--- config.mk ---
export PLATFORM = sky130hd
export DESIGN_NAME = ttt_board_referee
export DESIGN_NICKNAME = d
export VERILOG_FILES = /design/src/rtl/ttt_board_referee.sv
export SDC_FILE = /design/constraint.sdc
export NUM_CORES = 1
export LEC_CHECK = 0
export CELL_PAD_IN_SITES_DETAIL_PLACEMENT = 0
export CELL_PAD_IN_SITES_GLOBAL_PLACEMENT = 1
export CORE_MARGIN = 8
export CORE_UTILIZATION = 37
export CTS_CLUSTER_DIAMETER = 40
export DETAILED_ROUTE_END_ITERATION = 10
export PLACE_DENSITY = 0.91
export SYNTH_ARGS = -nofsm -noshare
export SYNTH_HDL_FRONTEND = slang
export SYNTH_SLANG_ARGS = --single-unit
--- constraint.sdc ---
create_clock -name clk -period 5.4 [get_ports clk]
set_input_delay 1.08 -clock clk [delete_from_list [all_inputs] [get_ports clk]]
set_output_delay 1.08 -clock clk [all_outputs]
set_load 0.1 [all_outputs]
--- src/rtl/ttt_board_referee.sv ---
// ttt_board_referee: board store and move referee for a two-player
// tic-tac-toe game. It checks the game FSM's one-hot move each play
// cycle (combinational illegal flag), commits legal moves into the
// per-player occupancy boards, and registers the win/tie result
// evaluated on the committed boards.
//
// Optional build macro: TTT_REFEREE_SCORE_EN adds the p1_score/p2_score
// counters (cleared only by reset_n, saturating at 15).
module ttt_board_referee #(
  parameter logic [2:0] P1_PLAY = 3'b001,
  parameter logic [2:0] P2_PLAY = 3'b100
) (
  input  logic       clk,
  input  logic       reset_n,
  input  logic       new_game,
  input  logic [2:0] S,
  input  logic [8:0] position_reg,
  output logic       illegal,
  output logic [1:0] win,
  output logic [8:0] board_p1,
  output logic [8:0] board_p2,
  output logic [3:0] move_count,
  output logic       game_over
`ifdef TTT_REFEREE_SCORE_EN
  ,
  output logic [3:0] p1_score,
  output logic [3:0] p2_score
`endif
);

  localparam logic [1:0] WIN_NONE = 2'b00;
  localparam logic [1:0] WIN_P1   = 2'b01;
  localparam logic [1:0] WIN_P2   = 2'b10;
  localparam logic [1:0] WIN_TIE  = 2'b11;

  logic [8:0] board_p1_q, board_p1_d;
  logic [8:0] board_p2_q, board_p2_d;
  logic [3:0] move_count_q, move_count_d;
  logic [1:0] win_q, win_d;
  logic       game_over_q, game_over_d;
  logic [1:0] win_next;
  logic       play_cycle;
  logic       commit;

  // True when exactly one bit of the move vector is set.
  function automatic logic is_one_hot(input logic [8:0] v);
    is_one_hot = (v != 9'd0) && ((v & (v - 9'd1)) == 9'd0);
  endfunction

  // True when the board holds any of the eight three-in-a-row lines.
  function automatic logic has_line(input logic [8:0] b);
    has_line = (&b[2:0]) | (&b[5:3]) | (&b[8:6])
             | (b[0] & b[3] & b[6]) | (b[1] & b[4] & b[7]) | (b[2] & b[5] & b[8])
             | (b[0] & b[4] & b[8]) | (b[2] & b[4] & b[6]);
  endfunction

  // Move legality is decided in the same cycle so the FSM can react at once.
  always_comb begin
    play_cycle = (S == P1_PLAY) || (S == P2_PLAY);
    illegal    = 1'b0;
    if (play_cycle) begin
      illegal = !is_one_hot(position_reg)
              || ((position_reg & (board_p1_q | board_p2_q)) != 9'd0)
              || game_over_q;
    end
    commit = play_cycle && !illegal;
  end

  // Result of the currently committed boards; P1 wins ahead of P2 if both
  // lines ever appear together.
  always_comb begin
    win_next = WIN_NONE;
    if (has_line(board_p1_q)) begin
      win_next = WIN_P1;
    end else if (has_line(board_p2_q)) begin
      win_next = WIN_P2;
    end else if (move_count_q == 4'd9) begin
      win_next = WIN_TIE;
    end
  end

  // Next-state: new_game wipes everything and beats a same-edge commit.
  always_comb begin
    board_p1_d   = board_p1_q;
    board_p2_d   = board_p2_q;
    move_count_d = move_count_q;
    win_d        = win_next;
    game_over_d  = (win_next != WIN_NONE);
    if (new_game) begin
      board_p1_d   = 9'd0;
      board_p2_d   = 9'd0;
      move_count_d = 4'd0;
      win_d        = WIN_NONE;
      game_over_d  = 1'b0;
    end else if (commit) begin
      if (S == P1_PLAY) begin
        board_p1_d = board_p1_q | position_reg;
      end else begin
        board_p2_d = board_p2_q | position_reg;
      end
      if (move_count_q != 4'd9) begin
        move_count_d = move_count_q + 4'd1;
      end
    end
  end

  // Board, move count and result registers.
  always_ff @(posedge clk or negedge reset_n) begin
    if (!reset_n) begin
      board_p1_q   <= 9'd0;
      board_p2_q   <= 9'd0;
      move_count_q <= 4'd0;
      win_q        <= WIN_NONE;
      game_over_q  <= 1'b0;
    end else begin
      board_p1_q   <= board_p1_d;
      board_p2_q   <= board_p2_d;
      move_count_q <= move_count_d;
      win_q        <= win_d;
      game_over_q  <= game_over_d;
    end
  end

  assign board_p1   = board_p1_q;
  assign board_p2   = board_p2_q;
  assign move_count = move_count_q;
  assign win        = win_q;
  assign game_over  = game_over_q;

`ifdef TTT_REFEREE_SCORE_EN
  logic [3:0] p1_score_q, p1_score_d;
  logic [3:0] p2_score_q, p2_score_d;

  // A score bumps once, on the edge where the result first turns into a win.
  always_comb begin
    p1_score_d = p1_score_q;
    p2_score_d = p2_score_q;
    if (win_q == WIN_NONE) begin
      if ((win_d == WIN_P1) && (p1_score_q != 4'd15)) begin
        p1_score_d = p1_score_q + 4'd1;
      end
      if ((win_d == WIN_P2) && (p2_score_q != 4'd15)) begin
        p2_score_d = p2_score_q + 4'd1;
      end
    end
  end

  // Scores survive new_game; only reset_n clears them.
  always_ff @(posedge clk or negedge reset_n) begin
    if (!reset_n) begin
      p1_score_q <= 4'd0;
      p2_score_q <= 4'd0;
    end else begin
      p1_score_q <= p1_score_d;
      p2_score_q <= p2_score_d;
    end
  end

  assign p1_score = p1_score_q;
  assign p2_score = p2_score_q;
`endif

endmodule

==> flow_summary.json <==
{
  "syn_nets": 163,
  "peakVddDrop_uv": 82.6,
  "post-cts-setup-buffer-count": 0,
  "ys_warn_count": 0,
  "postSynthAreaPerCell_um2": 9.30,
  "crit_type": "primary input to output port",
  "antenna_cells": 0,
  "synth-seq-cells": 25,
  "slowest_delay_ps": 640,
  "hpwl_um": 2910,
  "max_freq_ghz": 0.234,
  "finalClockSkew_ps": 7.93,
  "finalCritPeriodShare": 0.791,
  "grt_antenna_before_repair": 0,
  "crit_chain": "clkdlybuf4s50_1 -> nor4_4 -> a31oi_1 -> or4_1 -> nor2_1 -> nor2_1 -> buf_4",
  "setup_viol": 0,
  "synthDistinctLibCells": 33,
  "ctsResizeCount": 0,
  "port_buffers": 40,
  "dieArea_um2": 5860,
  "hold_path_class": "register to register",
  "via_per_inst": 5.33,
  "setup-tns-final_ps": 0,
  "vias": 1232,
  "cts_tree": "done",
  "track_usage": 0.125,
  "hold_viol": 0,
  "grt_pass1_vias": 1235,
  "cts_root_buf": "clkbuf_8",
  "die_y_um": 76.6,
  "slowest_stage": "or4_1",
  "gp_congestion": 0.881,
  "drt-initial-drc-count": 112,
  "maxCapViolCount": 0,
  "num_io_pins": 41,
  "globalRoute.totalOverflow": 0,
  "wl_per_cell_um": 16.4,
  "initial_core_util": 0.376,
  "period_needed_ps": 4270,
  "cts_sinks": 25,
  "fp.coreArea_um2": 3610,
  "path_max_fanout": 6,
  "p_leak_nw": 0.736,
  "die_x_um": 76.6,
  "htreeDepth": 1,
  "cts_hold_buffers": 0,
  "drive_gt1_frac": 0.0546,
  "worst_slew_pin_slew_ps": 1130,
  "ys_seq_area_frac": 0.461,
  "finalWirelength_um": 3780,
  "critical_path.most_common_cell": "nor2_1",
  "cts_buffers": 3,
  "crit_arrival_ps": 3190,
  "synth_area_um2": 1360,
  "antenna_left": 0,
  "synthArstFlopShare": 1.00,
  "grt_pass1_wl_um": 6110,
  "crit_required_ps": 4320,
  "final_max_slew_viol_count": 0,
  "clock_path_buffers": 2,
  "rsz0062_at_grt": "false",
  "drtPass1Iterations": 4,
  "grt_max_degree": 31,
  "synth_flop_cell": "dfrtp_1",
  "rows": 22,
  "relSlewSlack": 0.242,
  "fin_nets": 201,
  "syn_to_final_growth_pct": 33.9,
  "synth_edf_count": 0,
  "drc": 0,
  "clkTransAtPathRegs_ps": 80,
  "synthCells": 146,
  "utilization": 0.504,
  "endpoint_kind": "output port",
  "power_density_nw_per_um2": 184,
  "status": "complete, no violations",
  "clk_latency_ps": 270,
  "crit_path_start_kind": "primary input"
}
-- cell usage in the layout (no fill, tap or decap), drive strengths merged, types with 2 or more instances in the layout --
cell | synthesis | layout
dfrtp | 25 | 25
nor4 | 5 | 5
or4 | 2 | 2
clkdlybuf4s50 | 0 | 39
mux2 | 3 | 3
a22o | 2 | 2
ha | 2 | 2
o21ai | 6 | 6
nor2b | 2 | 2
a22oi | 6 | 6
nor2 | 13 | 13
clkbuf | 4 | 4
nand2 | 2 | 2
nand3 | 2 | 2
or4b | 2 | 2
o31ai | 2 | 2
inv | 29 | 29
o22ai | 18 | 18
o22a | 2 | 2
a31oi | 3 | 3
nand2b | 3 | 3
-- registers in the layout, indices dropped and copies added (netlist names) --
signal,cells
win,2
move_count,4
game_over,1
board_p2,9
board_p1,9
-- cell usage after synthesis (all sizes together) (2+ instances only) --
cell type  number  area share
nand2b          3       0.014
clkbuf          4       0.011
nor2b           2      0.0092
o22a            2       0.013
o31ai           2       0.011
buf             3       0.020
a22oi           6       0.033
o22ai          18       0.083
o21ai           6       0.022
nand2           2      0.0055
or4b            2       0.020
nor4            5       0.034
nor2           13       0.036
or4             2       0.011
inv            29       0.080
a22o            2       0.013
dfrtp          25        0.46
nand3           2      0.0074
a31oi           3       0.014
ha              2       0.018
mux2            3       0.025
-- metrics by stage --
stage	setup WS, ps	area (um^2)	hold slack, ps	instances	total power [mW]
after detailed placement	1160	1770	603	227	0.230
after global placement	1190	1770	594	227	0.229
after global routing	1060	1820	640	231	0.348
after CTS	1150	1820	615	231	0.337
after floorplan	1210	1360	784	146	0.209
final	1130	1820	621	231	0.335
-- logic make-up after synthesis --
group,after synthesis,share of synthesized area
buffers and inverters,36,0.112
AO/OA/AOI/OAI,45,0.223
multiplexers,4,0.0323
flip-flops,25,0.461
AND/OR/NAND/NOR,34,0.154
adder cells (fa/ha/maj),2,0.0184
-- where the power goes --
part	switching, mW	internal [mW]
clock network	0.0564	0.0527
registers	0.000217	0.187
logic	0.0239	0.0150
total	0.0805	0.255
-- worst max-delay path: cells and delay by family --
family                 cells  cell delay (ps)
AO/OA/AOI/OAI              1              120
buffers and inverters      2              740
AND/OR/NAND/NOR            4             1240
-- final timing paths --
check | slack [ps] | cells after the start | startpoint | endpoint
worst max-delay path | 1130 | 7 | position_reg[3] | illegal
worst min-delay path | 620 | 2 | move_count[2]$_DFFE_PN0P_ | move_count[2]$_DFFE_PN0P_
worst max register to register | 2910 | 5 | board_p1[2]$_DFFE_PN0P_ | move_count[1]$_DFFE_PN0P_
worst min register to register | 620 | 2 | move_count[2]$_DFFE_PN0P_ | move_count[2]$_DFFE_PN0P_
max in group asynchronous | 3300 | 1 | reset_n | move_count[1]$_DFFE_PN0P_
min in group asynchronous | 1410 | 1 | reset_n | board_p1[5]$_DFFE_PN0P_
-- layout make-up --
cell class | count | area, um^2
Fill cell | 335 | 1790
Sequential cell | 25 | 626
Multi-Input combinational cell | 85 | 581
Timing Repair Buffer | 40 | 398
Inverter | 29 | 109
Tap cell | 48 | 60.1
Clock buffer | 4 | 45.0
-- layer usage --
metal,global-route usage,part of all wire,up-vias,wire (um)
met5,0,0,-,0
met4,0.0385,0.0071,0,27
met3,0.0472,0.092,4,346
met2,0.199,0.46,58,1740
met1,0.152,0.44,578,1670
li1,-,-,592,-
Power figures use the tool's default switching activity.
